$ cat config.mk
export PLATFORM = sky130hd
export DESIGN_NAME = fetch_pc_controller
export DESIGN_NICKNAME = d
export VERILOG_FILES = /design/src/rtl/fetch_pkg.sv /design/src/rtl/pc_register_sync.sv /design/src/rtl/fetch_pc_controller.sv
export SDC_FILE = /design/constraint.sdc
export NUM_CORES = 1
export LEC_CHECK = 0
export CAP_MARGIN = 20
export CORE_MARGIN = 2
export CORE_UTILIZATION = 50
export DETAILED_ROUTE_END_ITERATION = 6
export PLACE_DENSITY = 0.88
export SLEW_MARGIN = 20
export SYNTH_ARGS = -nofsm -noshare
export SYNTH_HDL_FRONTEND = slang
export SYNTH_SLANG_ARGS = --single-unit
$ cat constraint.sdc
create_clock -name clk -period 6.85 [get_ports clk]
set_clock_uncertainty 0.05 [all_clocks]
set_input_delay 1.37 -clock clk [delete_from_list [all_inputs] [get_ports clk]]
set_output_delay 1.37 -clock clk [all_outputs]
set_load 0.05 [all_outputs]
$ cat src/rtl/fetch_pkg.sv
// Shared types and constants for the fetch-stage PC controller.
package fetch_pkg;

    typedef enum logic [1:0] {
        BRANCH = 2'd0,
        JAL    = 2'd1,
        JALR   = 2'd2
    } redirect_type_e;

    typedef enum logic {
        RUN  = 1'b0,
        HOLD = 1'b1
    } state_e;

    localparam int ILEN16_STEP = 2;
    localparam int ILEN32_STEP = 4;

endpackage

$ cat src/rtl/pc_register_sync.sv
// Program-counter register with synchronous active-high reset and write enable.
module pc_register_sync #(
    parameter int              XLEN        = 32,
    parameter logic [XLEN-1:0] RESET_VALUE = '0
) (
    input  logic            clk,
    input  logic            srst,
    input  logic            we,
    input  logic [XLEN-1:0] d,
    output logic [XLEN-1:0] q
);

    always_ff @(posedge clk) begin
        if (srst) begin
            q <= RESET_VALUE;
        end else if (we) begin
            q <= d;
        end
    end

endmodule

$ cat src/rtl/fetch_pc_controller.sv
// Fetch PC controller: next-PC selection, stalled-redirect holding, flush and misalignment flags.
module fetch_pc_controller
    import fetch_pkg::*;
#(
    parameter int              XLEN         = 32,
    parameter logic [XLEN-1:0] RESET_VECTOR = '0,
    parameter bit              COMPRESSED   = 1'b1
) (
    input  logic            clk,
    input  logic            srst,
    input  logic            stallIF,
    input  logic            instrIsCompressed,
    input  logic            redirectValid,
    input  redirect_type_e  redirectType,
    input  logic [XLEN-1:0] redirectBase,
    input  logic [XLEN-1:0] redirectOffset,
    input  logic            trapValid,
    input  logic [XLEN-1:0] trapVector,
    output logic [XLEN-1:0] pcIF,
    output logic [XLEN-1:0] pcLink,
    output logic            flushIF,
    output logic            flushID,
    output logic            misaligned,
    output logic [XLEN-1:0] misalignedTval,
    output state_e          fsmState
);

    // redirectValid and trapValid are single-cycle valid-only requests: there is no
    // ready back-pressure, so a request is either accepted in the cycle it is presented
    // (and parked in pendingPc if fetch is stalled) or dropped (misaligned / lost to a trap).

    state_e          state, stateNext;
    logic [XLEN-1:0] pendingPc;
    logic            pendingWe;
    logic            pcWe;
    logic [XLEN-1:0] pcNext;
    logic [XLEN-1:0] step;
    logic [XLEN-1:0] rawTarget;
    logic [XLEN-1:0] target;
    logic            targetMisaligned;
    logic            redirectOk;
    logic            accept;
    logic [XLEN-1:0] acceptTarget;

    assign step      = (COMPRESSED && instrIsCompressed) ? XLEN'(ILEN16_STEP) : XLEN'(ILEN32_STEP);
    assign pcLink    = pcIF + step;
    assign rawTarget = redirectBase + redirectOffset;
    assign target    = (redirectType == JALR) ? {rawTarget[XLEN-1:1], 1'b0} : rawTarget;

    assign targetMisaligned = target[0] || (!COMPRESSED && target[1]);
    assign redirectOk       = redirectValid && !targetMisaligned;
    assign accept           = trapValid || redirectOk;
    assign acceptTarget     = trapValid ? trapVector : target;

    // A trap swallows a simultaneous redirect, including its misalignment report.
    assign misaligned     = redirectValid && !trapValid && targetMisaligned;
    assign misalignedTval = target;

    assign flushIF  = accept || (state == HOLD);
    assign flushID  = accept;
    assign fsmState = state;

    always_ff @(posedge clk) begin
        if (srst) begin
            state     <= RUN;
            pendingPc <= '0;
        end else begin
            state <= stateNext;
            if (pendingWe) begin
                pendingPc <= acceptTarget;
            end
        end
    end

    always_comb begin
        stateNext = state;
        pendingWe = 1'b0;
        pcWe      = 1'b0;
        pcNext    = pcIF + step;
        case (state)
            RUN: begin
                if (accept && stallIF) begin
                    pendingWe = 1'b1;
                    stateNext = HOLD;
                end else if (accept) begin
                    pcWe   = 1'b1;
                    pcNext = acceptTarget;
                end else if (!stallIF) begin
                    pcWe = 1'b1;
                end
            end
            HOLD: begin
                if (stallIF) begin
                    pendingWe = accept;
                end else begin
                    pcWe      = 1'b1;
                    pcNext    = accept ? acceptTarget : pendingPc;
                    stateNext = RUN;
                end
            end
            default: stateNext = RUN;
        endcase
    end

    pc_register_sync #(
        .XLEN       (XLEN),
        .RESET_VALUE(RESET_VECTOR)
    ) u_pcReg (
        .clk (clk),
        .srst(srst),
        .we  (pcWe),
        .d   (pcNext),
        .q   (pcIF)
    );

endmodule
Word-level counts from Yosys, hierarchy flattened
Cells that the tools add are included.
{"block": "totals", "input_bits": 104, "out_inout_bits": 100, "register_bits": 65, "word_cells": 32}
{"block": "classes", "mux": 17, "n_eq_ne": 1, "n_reduce_logical": 8, "bitwise_logic": 1, "n_addsub": 2}
{"op": "32-bit two-way mux", "n": 5}
{"op": "32-bit one-hot mux with 2 select lines", "n": 1}
{"op": "32-bit by 3-bit adder with 32-bit output", "n": 1}
{"op": "32-bit adder", "n": 1}
{"op": "1-bit two-way mux", "n": 7}
{"op": "1-bit one-hot mux with 2 select lines", "n": 3}
{"op": "1-bit logical AND", "n": 4}
{"op": "3-bit two-way mux", "n": 1}
{"op": "2-bit == test, second input constant", "n": 1}
{"op": "1-bit zero test", "n": 2}
{"op": "1-bit logical OR", "n": 2}
{"op": "1-bit inverter", "n": 1}

Longest topological paths before layout
{"block": "logic_depth", "ltp_word": 8, "mapped_depth": 12, "mapped_depth_nobuf": 12}

Modules after synthesis
A second synthesis with hierarchy kept.
{"block": "hier_totals", "hier_cells": 792, "hier_area_um2": 5903.2}
{"mod": "fetch_pc_controller", "area_per_inst_um2": 4739.5, "cells_per_inst": 689, "instances": 1, "seq_area_each_um2": 660.6}
{"mod": "pc_register_sync", "area_per_inst_um2": 1163.6, "cells_per_inst": 103, "instances": 1, "seq_area_each_um2": 640.6}

Worst setup path before layout
No wires, ideal clock.
{"block": "synth_timing", "kind": "input -> output", "startpoint": "input redirectBase[0]", "endpoint": "output misalignedTval[28]", "required_time_ns": 5.430, "cell_stages": 10, "t_arrival_ns": 4.122, "setup_slack_ns": 1.308, "path_buffers": 0, "cell_sequence": "ha_1 > fa_1 > a211oi_2 > o21bai_1 > a21oi_2 > o2111ai_1 > a211o_1 > a31oi_1 > a21oi_1 > xor2_1"}
{"block": "synth_between", "elab_chain_len": 1}
{"element": "start: declaration", "line": "fetch_pc_controller.sv:15", "text": "input logic [XLEN-1:0] redirectBase,"}
{"element": "32-bit adder", "line": "fetch_pc_controller.sv:47", "text": "assign rawTarget = redirectBase + redirectOffset;"}
{"element": "end: declaration", "line": "fetch_pc_controller.sv:24", "text": "output logic [XLEN-1:0] misalignedTval,"}
Every way passes these cells.

Final worst setup path
{"block": "layout_timing", "startpoint": "input redirectBase[0]", "endpoint": "output misalignedTval[26]"}
Same word-level chain as after synthesis.

==> metrics.yaml <==
outcome:
  status: "finished, final reports clean"
timing:
  relSlewSlack_pct: 24.6
  layout_min_cycle_time_ns: 6.42
  setup_viol: 0
  setup-tns-final_ns: 0
  finalHoldWorstSlack_ns: 0.401
  tightest_slew_ns: 1.12
  slew_viol_final: 0
  rsz0062_at_grt: "false"
  hold_violations: 0
  max_freq_mhz: 156
  period_share_pct: 93.8
place:
  place_hpwl_um: 14900
  place_inst: 1084
  dpl_cell_area_mm2: 0.00780
  place.gp.congestion: 0.919
  portBuffers: 203
global_route:
  grt_max_degree: 46
  grt_pass1_wl_um: 32300
  grt_usage_pct: 31.8
  grt_overflow: 0
  antenna_found_initial: 0
  grt_pass1_vias: 6356
logic_synthesis:
  seq_area_frac_synth_pct: 22.6
  synth_common_cells: "88 x a21oi_1, 85 x nor2_1, 72 x nand2_1"
  synth_fa_ha_area_share_pct: 7.87
  yosysUniqueCellTypes: 77
  synth_top_flop_cell: "dfxtp_1"
  yosys.area.top_type: "dfxtp_1"
  yosysWarnings: 0
  synth_edf_count: 0
  yosys.area_share.simple_pct: 20.6
  synth_top_family_by_area: "compound AO/OA/AOI/OAI gates"
  ys_ff_latch: 65
  avgSynthCellArea_um2: 7.46
  synthTopCellsByArea: "dfxtp_1 23%, a21oi_1 7.7%, ha_1 7.2%"
  syn_area_mm2: 0.00575
  synthCells: 771
  synth-compound-area-share_pct: 29.3
  yosysTopAreaCellShare_pct: 22.6
  synthXorXnorAreaFrac_pct: 8.81
  muxShareOfSynthArea_pct: 4.68
  synth-async-reset-ratio_pct: 0
  synth.most_common_cell: "a21oi_1"
  synth.net_count: 910
clocking:
  cts.sinks: 65
  max-clock-path-buffers: 2
  cts_tree: "yes"
  hold_buffers: 0
  clkTransAtPathRegs_ns: 0.05
  cts_setup_buffers: 0
  clk_latency_ns: 0.33
  ctsHtreeMaxLevel: 3
  cts_buffers: 9
  ctsResizeCount: 0
  cts-root-buf: "clkbuf_16"
detailed_routing:
  ant_nets: 0
  wl_um: 20200
  vias: 6669
  first_pass_iters: 5
  wl_per_cell_um: 18.4
  drcViolationCount: 0
  drtIter0Drc: 602
  viasPerCell: 6.06
worst_setup_path:
  start_kind: "primary input"
  critPathMaxStageDelay_ns: 0.88
  crit_arrival_ns: 5.00
  r2r_slack_ns: 3.71
  crit_type: "in -> out"
  critical_path_required_ns: 5.43
  crit_buf_inv: 2
  path_max_fanout: 4
  timing.rr.start: "u_pcReg.q[1]$_SDFFE_PP0P_"
  reg2reg_depth: 12
  end_kind: "primary output"
  crit_top_cell: "clkdlybuf4s50_1"
  reg2reg_to: "u_pcReg.q[29]$_SDFFE_PP0P_"
  critPathTopFamily: "compound AO/OA/AOI/OAI gates"
  worstPathCellList: "clkdlybuf4s50_1 -> ha_1 -> fa_1 -> a211oi_2 -> o21bai_1 -> a21oi_2 -> o2111ai_1 -> a211o_1 -> a31oi_1 -> xnor2_1 -> clkdlybuf4s50_1"
  slowest_stage: "clkdlybuf4s50_1"
pwr:
  power_mw: 1.78
  peakVddDrop_mv: 0.185
  p_leak_nw: 3.22
  p_per_area_mw_per_mm2: 221
min_path:
  hold_class: "reg -> reg"
  whs_path_depth: 2
  holdCritStartpoint: "pendingPc[19]$_SDFFE_PP0P_"
  worst_hold_path.endpoint: "pendingPc[19]$_SDFFE_PP0P_"
final_layout:
  multiInputGateArea_mm2: 0.00410
  final_cells: 1100
  nNetsFinal: 1091
  num_antenna_cells: 0
  synthToLayoutAreaGrowth_pct: 40.1
  finalInstanceArea_mm2: 0.00806
  fill_cells: 923
  seqCellArea_mm2: 0.00130
  drive_gt1_share_pct: 6.37
die:
  initial_utilization_pct: 50.8
  row_count: 39
  fp.dieArea_mm2: 0.0124
  coreArea_mm2: 0.0113
  num_io_pins: 204
  die_w_um: 111
  die_h_um: 111
run:
  drv_cap: 0
-- kinds of logic (layout without fill, tap and decap cells) --
logic type	count (synthesis)	after routing
DFF	65	65
AOI/OAI and AO/OA	259	259
buffers and inverters	72	258
adders and majority gates	35	35
xor gates and xnor gates	57	57
and+or+nand+nor	257	257
muxes	26	26
-- registers in the layout, indices dropped and copies added, names as in the netlist --
name,flops
u_pcReg.q,32
pendingPc,32
fsmState,1
-- metal layers --
layer	vias up	routed length, µm	global-route usage, %	part of all wire, %
met2	407	9330	52.0	46
met1	3041	8350	41.8	41
met5	-	0	0	0
met4	0	557	12.1	2.8
met3	50	1970	5.47	9.8
li1	3171	-	-	-
-- tightest hold or removal path, cell delays in order, from the launching register on --
cell	delay, ns
dfxtp_1	0.31
nand2_1	0.05
a21oi_1	0.05
-- how the worst max path moves through the flow --
stage / cells past startpoint / end / startpoint
global placement: 11 / misalignedTval[26] / redirectBase[0]
detailed placement: 11 / misalignedTval[26] / redirectBase[0]
finish: 11 / misalignedTval[26] / redirectBase[0]
floorplan: 10 / misalignedTval[28] / redirectBase[0]
CTS: 11 / misalignedTval[26] / redirectBase[0]
global route: 11 / misalignedTval[26] / redirectBase[0]
-- area by class of cell --
| cell class | instances | area share (%) |
|---|---|---|
| sequential | 65 | 16.1 |
| clock inverter | 6 | 0.435 |
| tap | 143 | 2.22 |
| inverter | 27 | 1.26 |
| timing repair buffer | 215 | 26.2 |
| clock buffer | 10 | 2.84 |
| multi-input combinational | 634 | 50.9 |
-- per-stage QoR --
step / worst slack, ns / utilization [%]
floorplan: 1.31 / -
global placement: 0.490 / 68.9
detailed placement: 0.440 / 68.9
CTS: 0.439 / 71.2
global route: 0.202 / 71.2
finish: 0.425 / 71.2
-- where the power goes --
group,internal [mW],leakage [nW],switching (mW),total [mW]
clock network,0.242,0.128,0.175,0.418
logic,0.325,2.56,0.583,0.909
registers,0.414,0.537,0.0381,0.452
total,0.981,3.22,0.797,1.78
-- cells in the final DEF, fill, tap and decap left out, types with 4 or more instances in the layout --
cell type        instances
clkdlybuf4s50_1        200
a21oi_1                 87
nor2_1                  85
nand2_1                 72
dfxtp_1                 65
o21ai_0                 48
xnor2_1                 35
ha_1                    33
nor3_1                  26
inv_1                   24
xor2_1                  21
mux2i_1                 19
a211oi_1                17
o211ai_1                17
buf_4                   15
and3_1                  13
nand3_1                 13
nand4_1                 11
nand2b_1                10
o21ai_1                 10
clkbuf_16                9
a21o_1                   8
o221ai_1                 8
mux2_2                   7
nor2b_1                  6
o21bai_1                 6
a21oi_2                  6
a31oi_1                  5
a221oi_1                 4
nor4_1                   4
clkinv_2                 4
Power figures use the tool's default switching activity.
